[config.mk]
export PLATFORM = sky130hd
export DESIGN_NAME = b2t
export DESIGN_NICKNAME = d
export VERILOG_FILES = /design/src/rtl/b2t_pkg.sv /design/src/rtl/b2t_comb.sv /design/src/rtl/b2t.sv
export SDC_FILE = /design/constraint.sdc
export NUM_CORES = 1
export LEC_CHECK = 0
export CORE_MARGIN = 1.5
export CORE_UTILIZATION = 38
export DETAILED_ROUTE_END_ITERATION = 7
export PLACE_DENSITY = 0.72
export SETUP_SLACK_MARGIN = 0.2
export SYNTH_ARGS = -nofsm -noshare
export SYNTH_HDL_FRONTEND = slang
export SYNTH_SLANG_ARGS = --single-unit
[constraint.sdc]
create_clock -name clk -period 0.84 [get_ports clk]
set_input_delay 0.168 -clock clk [delete_from_list [all_inputs] [get_ports clk]]
set_output_delay 0.168 -clock clk [all_outputs]
set_load 0.05 [all_outputs]
[src/rtl/b2t_pkg.sv]
// Shared types, default widths and a reference decode for the FLB thermometer path.
// Latency: n/a (declarations and a pure function only).
// Backpressure: n/a.
package b2t_pkg;

    localparam int BIN_W_DEFAULT    = 4;
    localparam int THERMO_W_DEFAULT = 2 ** BIN_W_DEFAULT;

    typedef logic [BIN_W_DEFAULT-1:0]    bin_t;
    typedef logic [THERMO_W_DEFAULT-1:0] thermo_t;

    // Reference thermometer word at the default width: bit i set when i < bin.
    function automatic thermo_t thermo_of(input bin_t bin);
        thermo_t r;
        r = '0;
        for (int i = 0; i < THERMO_W_DEFAULT; i++) begin
            r[i] = (i < int'(bin));
        end
        return r;
    endfunction

endpackage

[src/rtl/b2t_comb.sv]
// Combinational binary-to-thermometer decoder, one magnitude compare per output bit.
// Latency: 0 cycles (pure combinational).
// Backpressure: none; output follows input continuously.
module b2t_comb
    import b2t_pkg::*;
#(
    parameter int BIN_W = BIN_W_DEFAULT
) (
    input  logic [BIN_W-1:0]      binary,
    output logic [2**BIN_W-1:0]   thermo
);

    localparam int THERMO_W = 2 ** BIN_W;

    // The top bit compares against a value one above the largest code, so it is
    // always 0: the number of ones equals the code, never saturating.
    genvar i;
    generate
        for (i = 0; i < THERMO_W; i++) begin : g_bit
            localparam logic [BIN_W:0] IDX = (BIN_W + 1)'(i);
            assign thermo[i] = (IDX < {1'b0, binary});
        end
    endgenerate

endmodule

[src/rtl/b2t.sv]
// Registered binary-to-thermometer decoder driving unit-weighted DAC/DCO cells.
// Latency: 1 cycle from accepted bin_valid to thermo/thermo_valid.
// Backpressure: none; accepts one code per cycle, holds thermo when bin_valid is low.
module b2t
    import b2t_pkg::*;
#(
    parameter int BIN_W = BIN_W_DEFAULT
) (
    input  logic                  clk,
    input  logic                  rst,
    input  logic [BIN_W-1:0]      binary,
    input  logic                  bin_valid,
    output logic [2**BIN_W-1:0]   thermo,
    output logic                  thermo_valid
);

    localparam int THERMO_W = 2 ** BIN_W;

    logic [THERMO_W-1:0] thermo_nxt;

    b2t_comb #(
        .BIN_W (BIN_W)
    ) u_comb (
        .binary (binary),
        .thermo (thermo_nxt)
    );

    // Output flops: reset wins; otherwise load on valid and hold the array setting when idle.
    always_ff @(posedge clk) begin
        if (rst) begin
            thermo       <= '0;
            thermo_valid <= 1'b0;
        end else begin
            thermo_valid <= bin_valid;
            if (bin_valid) begin
                thermo <= thermo_nxt;
            end
        end
    end

endmodule

# After elaboration in Yosys (flattened, before gate mapping)
# Cells that the tools add are included.
[word_totals] inputBits=7 mem_bits_rw=0 mem_bits_ro=0 mem_count=0 output_inout_bits=17 word_cells=17 latch_bits=0 reg_bits=16
[classes] n_mux=0 div_mod_pow=0 order_cmp=15 bitwise_logic=0 addsub=0 multipliers=0 shift=0 n_eq_ne=0 n_reduce_logical=0
[ops] op="$lt 4x4->1 const A" count=7
[ops] op="$lt 3x4->1 const A" count=4
[ops] op="$lt 1x4->1 const A" count=2
[ops] op="$lt 2x4->1 const A" count=2

# Depth between registers and ports, before layout
[logic_depth] ltp_word=1 ltp_mapped=4 depth_no_buf=2

# Hierarchy
# Synthesis repeated with hierarchy kept, for this count alone.
[hier_totals] cells_unflattened=80 hier_area_um2=757.0
[modules_own_cells] module="b2t" area_per_inst_um2=608.1 seq_area_each_um2=340.3 cells_each=54 instances=1
[modules_own_cells] module="b2t_comb" area_per_inst_um2=148.9 seq_area_each_um2=0.0 cells_each=26 instances=1

# Worst setup path before layout
# Ideal clock, no wire load.
[synth_timing] kind="register to register" startpoint="register, netlist name thermo[10]" endpoint="register thermo[10]" path_stages_with_launch=3 setup_ns=0.100 synth_period_minus_slack_ns=1.145 arrival_ns=1.045 n_path_buf=0 path_slack_ns=-0.305 required_time_ns=0.740 path_cell_list="dfxtp_1 nor2_1 a2111oi_4"
[synth_rtl] item="to (signal assigned)" line="b2t.sv:36" source="thermo <= thermo_nxt;"
[synth_rtl] item="to (decl)" line="b2t.sv:13" source="output logic [2**BIN_W-1:0] thermo,"

# Final worst setup path
[layout_timing] startpoint="register thermo[4]" endpoint="output port thermo[4]"
# No word-level cell between the ends.

==> results.txt <==
----------------------------------------------------
[Outcome]
  Status ... complete, but fails checks
  Violated checks ... negative setup slack

[Worst hold path]
  Hold EP ... thermo[8]
  Hold Crit Start ... rst
  Class of the most critical hold timing path ... input port to flop
  Number of stages on the worst hold path ... 2

[Pwr]
  Overall power of the completed layout ... 1967 uW
  Leakage power total ... roughly 0.00057 uW
  Largest voltage drop on the vdd net ... 0.001352 V
  Power density over the cells ... 1362 mW/mm^2

[Floorplanning]
  IO Count ... 24
  Number of rows created at floorplan ... 15
  Die outline area ... 0.002068 mm^2
  Die span in y ... between 40 and 50 um
  Core area ... 0.001708 mm^2
  Horizontal die dimension ... ~45 um
  Effective utilization at floorplan ... 0.4015

[Worst setup path]
  RR Endpoint ... thermo[10]
  CP required ... between 600 and 700 ps
  Cell with the biggest individual delay on the critical path ... sky130_fd_sc_hd__dfxtp_4
  Reg-to-reg slack, setup ... -20 ps
  Endpoint arrival time on the critical path ... slightly above 800 ps
  Worst path top cell family by delay ... flip-flops
  Cell breakdown of the critical path ... buf_12
  Total buffers and inverters traversed by the critical path ... 1
  Launch point of the worst reg-to-reg path ... thermo[10]
  Setup Crit Path Kind ... flop to primary output
  Type of origin of the critical path ... flop
  Maximum cell stage delay along the critical path ... 370 ps
  Max Fanout on Critical Path ... 2
  Crit. End Element ... primary output
  Count of cells along the worst register-to-register path ... 4

[Routing]
  First-pass iteration count of the detailed router ... 4
  Post-detailed-route DRC marker count ... 0
  Final ANT Viol Nets ... 0
  Routed via count divided by cell count ... about 5.0
  First-iteration detailed-routing DRC count ... 13
  Avg WL per Cell ... approximately 15 um
  Wirelength, routed ... 2034 um
  Total number of vias ... 696

[Cells and area]
  Final net count ... around 120
  Layout cell share with drive strength beyond 1 ... 0.7217
  ANT cells ... 0
  Commonest cells after routing, fill and taps aside ... sky130_fd_sc_hd__buf_12 (18), sky130_fd_sc_hd__dfxtp_4 (15), sky130_fd_sc_hd__buf_4 (13)
  Filler Cell Count ... 81
  Most frequent standard cell in the layout excluding fill and tap cells ... sky130_fd_sc_hd__buf_12
  Area growth from synthesis to layout ... 110.6%

[Timing]
  Worst-case setup margin in the final layout ... -136.2 ps
  Count of final max-slew check failures ... 0
  Final setup violation count ... 18
  Max frequency ... 1024 MHz
  Setup_tns ... -2029 ps
  Final critical delay including setup and external delays ... 976.2 ps
  Part of the cycle the worst path needs ... 1.162
  Setup repair after global routing missed its margin ... true
  Clock skew after layout ... 0 ps
  Hold Vio Cnt, Final ... 0

[Place]
  Port Buffers ... 22
  Gpl congestion ... 0.7694
  Half-perimeter wire length after detailed placement ... 1165 um

[Synth]
  Sequential cell area fraction in the yosys report ... 0.4672
  Instance count of the mapped netlist ... 72
  Yosys warning count ... 0
  Cell area after technology mapping ... 685.7 um^2
  Net Count, Synth ... 79
  #FFs+latches synth ... 16
  Distinct cell type count after synthesis ... 26
  Post-Syn Area per Cell ... 9.523 um^2

[Clocking]
  Clock Latency Late Sink ... roughly 300 ps
  Clk root buf ... sky130_fd_sc_hd__clkbuf_4
  Number of buffers added by the clock tree synthesis step ... 3
  Clock tree from TritonCTS ... built
  Clock-pin slew on the worst setup and hold paths ... 90 ps
  CTS HTree Levels ... 1
  # hold bufs at CTS ... 0
  Number of buffers on the longest clock path ... 2
  Sinks on Clock Net ... 16

[Global route]
  Vias in the first global route ... 643
  Antenna violations before repair ... 0
  Global-route wire length before repair ... around 2900 um
  Maximum number of pins on one net before global-route repair ... 11
  GR Util All Layers ... 0.2106
  Overflow left after global routing ... 0

[Flow run]
  Number of violations of the max-capacitance limit ... 0

----------------------------------------------------
## layout make-up
class / count / area [um^2] / share of cell area
Inverter: 1 / 3.754 / 0.002600
Tap cell: 25 / 31.28 / 0.02166
Clock buffer: 4 / 26.28 / 0.01820
Timing Repair Buffer: 48 / 629.4 / 0.4359
Sequential cell: 16 / 377.9 / 0.2617
Multi-Input combinational cell: 46 / 375.4 / 0.2600
## stage by stage
| stage | hold slack (ps) | cell area (um^2) | util | instances | worst slack (ps) |
|---|---|---|---|---|---|
| 6_report | 141.1 | 1444 | 0.8454 | 140 | -136.2 |
| 5_1_grt | 144.7 | 1444 | 0.8454 | 140 | -153.1 |
| 4_1_cts | 303.5 | 1406 | 0.8234 | 138 | -140.5 |
| 3_5_place_dp | 490.5 | 1194 | 0.6989 | 121 | -551.9 |
| 3_3_place_gp | 488.1 | 1194 | 0.6989 | 121 | -458.6 |
| 2_1_floorplan | 326.0 | 788.3 | - | 72 | 29.02 |
## sequential cells by signal, indices dropped and copies added (netlist names)
name and flops:
thermo 15, thermo_valid 1
## worst max-delay path by stage
stage                         start    endpoint  slack (ps)  depth (start not counted)
after floorplan           bin_valid  thermo[10]          30                          3
after global placement    binary[0]  thermo[10]        -460                          3
after detailed placement  bin_valid   thermo[0]        -550                          4
after CTS                 thermo[0]   thermo[0]        -140                          1
after global routing      thermo[4]   thermo[4]        -150                          1
final                     thermo[4]   thermo[4]        -140                          1
## metal layers
layer | up-vias | global-route usage | wire, um
met1 | 328 | 0.2107 | 726
met5 | - | 0 | 0
met3 | 7 | 0.04762 | 89
met4 | 0 | 0.1059 | 55
li1 | 336 | - | -
met2 | 25 | 0.3972 | 1163
## cell usage after synthesis
master                      number  area [um^2]
sky130_fd_sc_hd__o211ai_1        1        7.510
sky130_fd_sc_hd__a2111oi_4       1        27.53
sky130_fd_sc_hd__nor4b_1         1        8.760
sky130_fd_sc_hd__buf_6           2        22.52
sky130_fd_sc_hd__clkbuf_2        1        5.000
sky130_fd_sc_hd__buf_2           2        10.01
sky130_fd_sc_hd__o21ai_1         1        5.000
sky130_fd_sc_hd__inv_1           1        3.750
sky130_fd_sc_hd__mux2i_1         1        10.01
sky130_fd_sc_hd__nor4_1          1        6.260
sky130_fd_sc_hd__a311oi_1        2        17.52
sky130_fd_sc_hd__nand4b_1        1        8.760
sky130_fd_sc_hd__nor2b_1         2        12.51
sky130_fd_sc_hd__o32ai_1         1        8.760
sky130_fd_sc_hd__a21oi_1         4        20.02
sky130_fd_sc_hd__conb_1          1        3.750
sky130_fd_sc_hd__o2111ai_1       1        8.760
sky130_fd_sc_hd__nor2_1         13        48.80
sky130_fd_sc_hd__nor2b_4         1        13.76
sky130_fd_sc_hd__buf_4           4        30.03
sky130_fd_sc_hd__dfxtp_1        16        320.3
sky130_fd_sc_hd__nand2b_1        4        25.02
sky130_fd_sc_hd__nand4_1         1        6.260
sky130_fd_sc_hd__a211oi_1        5        37.54
sky130_fd_sc_hd__nand2_1         2        7.510
sky130_fd_sc_hd__nand3_1         2        10.01
## report_power, final
group          switching (uW)  internal [uW]
clock                     244            185
sequential               50.5            788
combinational             343            357
## kinds of logic after synthesis
| family | after synthesis | share of synthesized area |
|---|---|---|
| buffers and inverters | 10 | 0.1040 |
| DFF | 16 | 0.4672 |
| AOI/OAI and AO/OA | 16 | 0.1934 |
| muxes | 1 | 0.01460 |
| and+or+nand+nor | 28 | 0.2153 |
| other | 1 | 0.005469 |
## repair_timing
item / in CTS / in global routing
gates cloned: 0 / 0
endpoints found under the hold margin: 0 / 0
endpoints found under the setup margin: 32 / 30
gates resized for setup: 31 / 12
setup buffers: 13 / 2
pin swaps: 7 / 5
(Power assumes the default switching activity.)
